<file path="src/rtl/stopwatch_lap_timer.sv">
// rtl/stopwatch_lap_timer.sv - BCD stopwatch with lap freeze and multiplexed seven-segment drive
//
// Optional build macro: LEADING_ZERO_BLANK_EN blanks leading zero digits (k >= 2).
//
// Ports:
//   clk_100_Mhz                in   system clock
//   reset_n                    in   asynchronous active-low reset
//   start_stop                 in   pulse, toggles run/stop
//   clear                      in   pulse, zeroes time (only while stopped)
//   lap                        in   pulse, toggles display freeze
//   running                    out  high while counting
//   lap_active                 out  high while display is frozen
//   overflow                   out  sticky full-scale wrap flag
//   count_bcd                  out  live BCD count, digit k at [4k+3:4k]
//   anode_bits                 out  active-low digit strobes, bit 0 rightmost
//   seven_segments_LED_output  out  active-low segments a..g (MSB..LSB)
//   decimal_point              out  active-low decimal point
module stopwatch_lap_timer #(
    parameter int CLK_FREQ_HZ  = 100000000,
    parameter int TICK_HZ      = 10,
    parameter int NUM_DIGITS   = 4,
    parameter int REFRESH_BITS = 17
) (
    input  logic                      clk_100_Mhz,
    input  logic                      reset_n,
    input  logic                      start_stop,
    input  logic                      clear,
    input  logic                      lap,
    output logic                      running,
    output logic                      lap_active,
    output logic                      overflow,
    output logic [4*NUM_DIGITS-1:0]   count_bcd,
    output logic [NUM_DIGITS-1:0]     anode_bits,
    output logic [6:0]                seven_segments_LED_output,
    output logic                      decimal_point
);

    localparam int DIV   = CLK_FREQ_HZ / TICK_HZ;
    localparam int DIV_W = (DIV > 1) ? $clog2(DIV) : 1;
    localparam int IDX_W = $clog2(NUM_DIGITS);
    localparam int CW    = 4 * NUM_DIGITS;
    localparam logic [NUM_DIGITS-1:0] ONE_HOT0 = {{(NUM_DIGITS-1){1'b0}}, 1'b1};

    logic [DIV_W-1:0]        tick_cnt;
    logic [REFRESH_BITS-1:0] scan_cnt;
    logic [IDX_W-1:0]        scan_idx;
    logic [CW-1:0]           lap_latch;
    logic [CW-1:0]           count_next;
    logic [CW-1:0]           shown;
    logic [3:0]              digit;
    logic                    tick;
    logic                    clear_ok;
    logic                    wrap;
    logic                    carry;
    int                      idx;

    // Tens-of-seconds digit is base 6; every other digit is decimal.
    function automatic logic [3:0] digit_max(input int k);
        return (k == 2) ? 4'd5 : 4'd9;
    endfunction

    assign tick     = running && (tick_cnt == DIV_W'(DIV - 1));
    assign clear_ok = clear && !running;

    // Ripple carry through the mixed-radix digits in a single cycle.
    always_comb begin
        count_next = count_bcd;
        carry      = tick;
        for (int k = 0; k < NUM_DIGITS; k++) begin
            if (carry) begin
                if (count_bcd[4*k +: 4] == digit_max(k)) begin
                    count_next[4*k +: 4] = 4'd0;
                end else begin
                    count_next[4*k +: 4] = count_bcd[4*k +: 4] + 4'd1;
                    carry                = 1'b0;
                end
            end
        end
        wrap = carry;
    end

    always_ff @(posedge clk_100_Mhz or negedge reset_n) begin
        if (!reset_n) begin
            running    <= 1'b0;
            lap_active <= 1'b0;
            overflow   <= 1'b0;
            count_bcd  <= '0;
            lap_latch  <= '0;
            tick_cnt   <= '0;
        end else begin
            if (start_stop) begin
                running <= !running;
            end
            if (clear_ok) begin
                // Clear only happens while stopped, so no lap toggle can collide.
                tick_cnt   <= '0;
                count_bcd  <= '0;
                overflow   <= 1'b0;
                lap_active <= 1'b0;
            end else begin
                // Prescaler holds while stopped so a resume keeps the partial tick.
                if (running) begin
                    tick_cnt <= tick ? '0 : tick_cnt + 1'b1;
                end
                count_bcd <= count_next;
                if (wrap) begin
                    overflow <= 1'b1;
                end
                if (lap) begin
                    if (running) begin
                        lap_active <= !lap_active;
                        if (!lap_active) begin
                            lap_latch <= count_bcd;   // pre-tick value
                        end
                    end else begin
                        lap_active <= 1'b0;           // stopped: release only
                    end
                end
            end
        end
    end

    always_ff @(posedge clk_100_Mhz or negedge reset_n) begin
        if (!reset_n) begin
            scan_cnt <= '0;
            scan_idx <= '0;
        end else begin
            scan_cnt <= scan_cnt + 1'b1;
            if (&scan_cnt) begin
                scan_idx <= (scan_idx == IDX_W'(NUM_DIGITS - 1)) ? '0 : scan_idx + 1'b1;
            end
        end
    end

    always_comb begin
        shown      = lap_active ? lap_latch : count_bcd;
        idx        = int'(scan_idx);
        digit      = shown[4*idx +: 4];
        anode_bits = ~(ONE_HOT0 << scan_idx);
        decimal_point = ((idx == 1) || (idx == 3)) ? 1'b0 : 1'b1;
        case (digit)
            4'd0:    seven_segments_LED_output = 7'b0000001;
            4'd1:    seven_segments_LED_output = 7'b1001111;
            4'd2:    seven_segments_LED_output = 7'b0010010;
            4'd3:    seven_segments_LED_output = 7'b0000110;
            4'd4:    seven_segments_LED_output = 7'b1001100;
            4'd5:    seven_segments_LED_output = 7'b0100100;
            4'd6:    seven_segments_LED_output = 7'b0100000;
            4'd7:    seven_segments_LED_output = 7'b0001111;
            4'd8:    seven_segments_LED_output = 7'b0000000;
            4'd9:    seven_segments_LED_output = 7'b0000100;
            default: seven_segments_LED_output = 7'b0000001;
        endcase
`ifdef LEADING_ZERO_BLANK_EN
        // Digit k and everything above it zero: blank, anode keeps strobing.
        if ((idx >= 2) && ((shown >> (4*idx)) == '0)) begin
            seven_segments_LED_output = 7'b1111111;
            decimal_point             = 1'b1;
        end
`else
`endif
    end

endmodule

</file>
<file path="config.mk">
export PLATFORM = sky130hd
export DESIGN_NAME = stopwatch_lap_timer
export DESIGN_NICKNAME = d
export VERILOG_FILES = /design/src/rtl/stopwatch_lap_timer.sv
export SDC_FILE = /design/constraint.sdc
export NUM_CORES = 1
export LEC_CHECK = 0
export ABC_AREA = 1
export BUFFER_PORTS_ARGS = -buffer_cell sky130_fd_sc_hd__buf_2
export CORE_ASPECT_RATIO = 1.4
export CORE_UTILIZATION = 55
export DETAILED_ROUTE_END_ITERATION = 16
export PLACE_DENSITY = 0.74
export SYNTH_ARGS = -nofsm -noshare
export SYNTH_HDL_FRONTEND = slang
export SYNTH_SLANG_ARGS = --single-unit
export TNS_END_PERCENT = 10
</file>
<file path="constraint.sdc">
create_clock -name clk_100_Mhz -period 2.1 [get_ports clk_100_Mhz]
set_input_delay 0.105 -clock clk_100_Mhz [delete_from_list [all_inputs] [get_ports clk_100_Mhz]]
set_output_delay 0.105 -clock clk_100_Mhz [all_outputs]
set_load 0.02 [all_outputs]
</file>
* After elaboration in Yosys (flattened, before gate mapping)
Memories as Yosys holds them, arrays and structs flattened. Index checks and enable logic that the tools add are counted.
Word-level totals: flip-flop bits (word level) 78, memories 1, output and inout port bits 31, ROM bits 112, bits of input ports 5, logic and storage cells 73
Memory list:
- (name not given) | depth 16, width 7, rd ports 1, clocked after memory_dff 0, write ports 0, RTL line 141 | case (digit)
Cells by class: shifts and indexed selects 2, equal/unequal tests 8, multiplexer cells 28, bitwise gates (word level) 2, $add $sub $neg 7, reductions and logical operators 14
Operator list (count):
- $mux W24 | 3
- $mux W16 | 2
- $mux W4 | 8
- $add A24 B1 Y24 const B | 1
- $eq A24 B24 Y1 const B | 1
- $add A17 B1 Y17 const B | 1
- $reduce_and A17 Y1 | 1
- $add A4 B1 Y4 const B | 4
- $shiftx A16 B5 Y4 | 1
- $mux W1 | 14
- $reduce_bool A2 Y1 | 7
- $eq A4 B4 Y1 const B | 3
- $eq A2 B2 Y1 const B | 2
- $eq A4 B3 Y1 const B | 1
- $not A4 Y4 | 1
- $shl A1 B2 Y4 const A | 1
- $reduce_and A3 Y1 | 1
- $add A2 B1 Y2 const B | 1
- $eq A2 B1 Y1 const B | 1
- $logic_and A1 B1 Y1 | 2
- $logic_not A1 Y1 | 2
- $mux W2 | 1
- $logic_or A1 B1 Y1 | 1
- $not A1 Y1 | 1

* Logic depth before layout (Yosys ltp)
depth after elaboration 8, mapped depth 11, mapped depth without buffers 11

* Worst setup path after synthesis
Ideal clock, no wire load.
path kind flip-flop to output port, start point register lap_active, end point output seven_segments_LED_output[2], buffers on the path 1, stages on the path, launching flop included 12, path slack 0.030 ns, data required time 1.995 ns, arrival time 1.965 ns, cells stage by stage dfrtp_1 > inv_1 > buf_2 > nand2_1 > o211ai_1 > nand3_1 > nand2_1 > inv_1 > ha_1 > nand2_1 > nand2_1 > o21ai_0
On the way: longest elaborated chain between the ends 3
RTL lines:
- start, declared | RTL line 30 | output logic lap_active,
- start signal, assigned | RTL line 111 | lap_active <= !lap_active;
- $mux W16
- $shiftx A16 B5 Y4 | RTL line 138 | digit = shown[4*idx +: 4];
- $mem_v2 Z16 W7
- end, declared | RTL line 34 | output logic [6:0] seven_segments_LED_output,
No other way between the ends.

* Worst setup path in the final report
start point register lap_active, end point output seven_segments_LED_output[3]
The elaborated chain is that of the path after synthesis.

==> out/qor.csv <==
stage,metric,value,unit
timing,fin_skew,0.0105,ns
die,core,7750,um^2
synthesis,synth_seq_area_share,0.446,
critical_path,critical_path.max_fanout,6,
critical_path,worst_setup_path_start_kind,register,
timing,timing.max_slew.rel_slack,0.639,
drt,detail_route.iter0.violations,342,
timing,max_freq,446,MHz
placed_design,dpl-instance-area,4710,um^2
synthesis,postSynthRegisterBits,78,
drt,ant_nets,0,
timing,final_report_setup_violation_count,7,
placed_design,pre_cts_slack,0.102,ns
synthesis,synth_commonest_cells,"nand2_1 (130), dfrtp_1 (78), nor2_1 (73)",
die,die_height,108,um
clock_network,cts_tree,yes,
synthesis,synth_top_area_cell,dfrtp_1,
critical_path,cpPeakStageDelay,0.46,ns
final_layout,post_route_cells_drive_above_1_share,0.151,
clock_network,clkTransAtPathRegs,0.08,ns
synthesis,yosys_warnings,0,
critical_path,crit_family,flip-flops,
power_and_ir_drop,net-switching-power,2.00,mW
critical_path,ff2ff_setup_slack,0.16,ns
clock_network,cts_made_buffers,9,
grt,overflow,0,
critical_path,worst-r2r-cell-count,10,
clock_network,numClockSinks,78,
worst_hold_path,hold-path-cell-count,4,
critical_path,worst-endpoint-arrival,2.14,ns
die,die_area,8320,um^2
grt,grt_pass1_wl,17.7,mm
placed_design,globalplace.congestion,0.982,
synthesis,synthesis.nets,589,
drt,finalWirelength,10.7,mm
critical_path,crit_path_frequent_cell,nand3_1,
final_layout,design.final.nets,641,
synthesis,synth-edff-count,0,
timing,worst-slew-pin-transition,0.539,ns
drt,routed-via-count,3957,
clock_network,cts_max_path_buffers,2,
placed_design,dp.final_hpwl,7.62,mm
power_and_ir_drop,p_total,4.93,mW
synthesis,synthMostInstantiatedCell,nand2_1,
outcome,outcome,finished with violations,
critical_path,timing.critical_path.required,2.00,ns
flow_run,maxCapViolCount,0,
power_and_ir_drop,vdd_drop_max,0.520,mV
worst_hold_path,holdCritPathClass,in -> reg,
die,floorplan.io_pins,36,
power_and_ir_drop,static-leakage-power,2.38,nW
timing,worst_slack,-0.144,ns
drt,post_drt_wl_per_cell,14.8,um
clock_network,ctsHtreeMaxLevel,3,
synthesis,netlist.area_leader.share,0.446,
timing,final.min_clock_period,2.24,ns
timing,finalHoldViolCount,0,
final_layout,instances_no_fill,722,
synthesis,post_synth.cell_area_avg,7.75,um^2
final_layout,final_design_area_no_fill,5040,um^2
power_and_ir_drop,power_density,978,nW/um^2
synthesis,synth_cell_types,35,
critical_path,worst-setup-path-type,reg -> out,
die,fp-row-count,38,
power_and_ir_drop,portion_of_total_power_attributed_to_the_clock_network,0.230,
timing,drv_slew,0,
drt,drt_drc_violations_left,0,
critical_path,timing.critical_path.to_type,output pin,
grt,grt_antenna_before_repair,0,
outcome,failed_checks,setup timing,
timing,grt_setup_unrepaired,yes,
placed_design,numPortBuffers,35,
synthesis,mappedNetlistArea,4380,um^2
die,floorplan.die.width,77.4,um
drt,detail_route.first_pass.iterations,5,
clock_network,clock_insertion_delay_worst_skew,0.37,ns
synthesis,syn_inst,565,
power_and_ir_drop,power_frac_seq,0.422,
synthesis,asyncSetResetFlopFracSynth,1.00,
die,initial_core_util,0.565,
power_and_ir_drop,power_report.internal_total,2.93,mW
grt,grtUsageTotal,0.277,
timing,final.hold.worst_slack,0.150,ns
final_layout,layout-area-overhead-vs-synth,15.2,%
final_layout,num-fill-cells,700,
power_and_ir_drop,power_frac_comb,0.348,
grt,grt_pass1_vias,3821,
critical_path,timing.critical_path.buf_inv,3,
synthesis,post_synth_main_area_contributors,"dfrtp_1 (45%), nand2_1 (11%), nor2_1 (6.3%), inv_1 (5.8%), ha_1 (5.4%)",
placed_design,numPlacedInstances,700,
clock_network,clk_root_buffer_cell,clkbuf_8,
critical_path,worstPathCellList,clkinvlp_4 > nand2_1 > nand3_1 > nand3_1 > nand2_2 > inv_2 > ha_1 > o21ai_2 > a21oi_1 > buf_2,
drt,post_drt_via_cell_ratio,5.48,
timing,timing.final.crit_share,1.07,
grt,grt_max_degree,48,
critical_path,worstSetupPathDepth,10,
final_layout,final_antenna_diode_count,0,
critical_path,critical-path-slowest-cell,dfrtp_2,
synthesis,ys.flop_type,dfrtp_1,
power_and_ir_drop,power.share.switching,0.406,
[metrics by stage]
| stage | TNS (ns) | util |
|---|---|---|
| after floorplan | 0 | - |
| after global placement | 0 | 0.608 |
| after detailed placement | 0 | 0.608 |
| after CTS | -0.526 | 0.647 |
| after global routing | -1.37 | 0.650 |
| final | -0.653 | 0.650 |
[power groups by stage]
stage	Sequential (mW)	Clock [mW]	Combinational, mW
2_1_floorplan	2.17	0	0.989
3_3_place_gp	2.07	0	1.55
3_5_place_dp	2.08	0	1.59
4_1_cts	2.07	1.15	1.69
5_1_grt	2.12	1.21	1.92
6_report	2.08	1.14	1.71
[tightest hold or removal path, cell delays in order]
cell	delay, ns
buf_2	0.10
nor2_1	0.13
nand2_1	0.10
nand2_1	0.06
[registers in the layout, summed over array words and instances (netlist names)]
register and cells:
scan_cnt 17, scan_idx 2, overflow 1, running 1, count_bcd 16, lap_latch 16, tick_cnt 24, lap_active 1
[cell families after synthesis]
kind of cell	count (synthesis)	share of synthesized area
simple gates	290	0.286
compound gates	73	0.0921
flops	78	0.446
xor+xnor	24	0.0480
buf+inv	81	0.0740
fa+ha+maj	19	0.0543
[worst paths after layout]
kind,end,start
max,seven_segments_LED_output[3],lap_active
min,tick_cnt[23],clear
max reg2reg,count_bcd[12],tick_cnt[0]
min reg2reg,scan_cnt[0],scan_cnt[0]
max in group asynchronous,tick_cnt[1],reset_n
min in group asynchronous,count_bcd[2],reset_n
[layout by cell type (no fill, tap or decap), types with 3 or more instances in the layout]
cell type | synthesis | layout
nor3_1 | 17 | 16
ha_1 | 19 | 17
buf_2 | 6 | 31
nand3_1 | 46 | 46
o211ai_1 | 4 | 4
xor2_1 | 16 | 16
clkbuf_8 | 0 | 9
inv_1 | 68 | 63
nand2_2 | 1 | 6
dlygate4sd3_1 | 0 | 3
o21ai_1 | 0 | 3
o21ai_0 | 39 | 33
nor2_1 | 73 | 72
dfrtp_1 | 78 | 77
xnor2_1 | 8 | 8
nand2_1 | 130 | 125
a21oi_1 | 19 | 17
clkinvlp_4 | 0 | 5
o21ai_2 | 2 | 5
buf_4 | 1 | 14
nand4_1 | 13 | 13
inv_2 | 2 | 6
o31ai_1 | 3 | 3
[cell type report]
type | count | area (um^2) | share of cell area
inverters | 71 | 270 | 0.0536
repair buffers | 50 | 330 | 0.0655
clock buffers | 10 | 128 | 0.0253
well taps | 100 | 125 | 0.0248
clock inverters | 6 | 62.6 | 0.0124
multi-input cells | 406 | 2160 | 0.429
flip-flops and latches | 78 | 1950 | 0.387
repair inverters | 1 | 7.51 | 0.00149
[metal layers]
layer  part of all wire  wire length [um]  track usage  up-vias
met2               0.53              5680        0.501      125
met3              0.041               433       0.0483       29
met5                  0                 0            0        -
met1               0.40              4220        0.309     1877
met4              0.031               326        0.146        0
li1                   -                 -            -     1926
[what timing repair did]
item / 4_1_cts / 5_1_grt
hold buffers: 3 / 0
hold endpoints to repair: 33 / 0
setup endpoints to repair: 7 / 13
gates resized for setup: 24 / 10
buffers inserted: 2 / 0
pin swaps: 5 / 2
gates cloned: 1 / 0
Power figures use the tool's default switching activity.
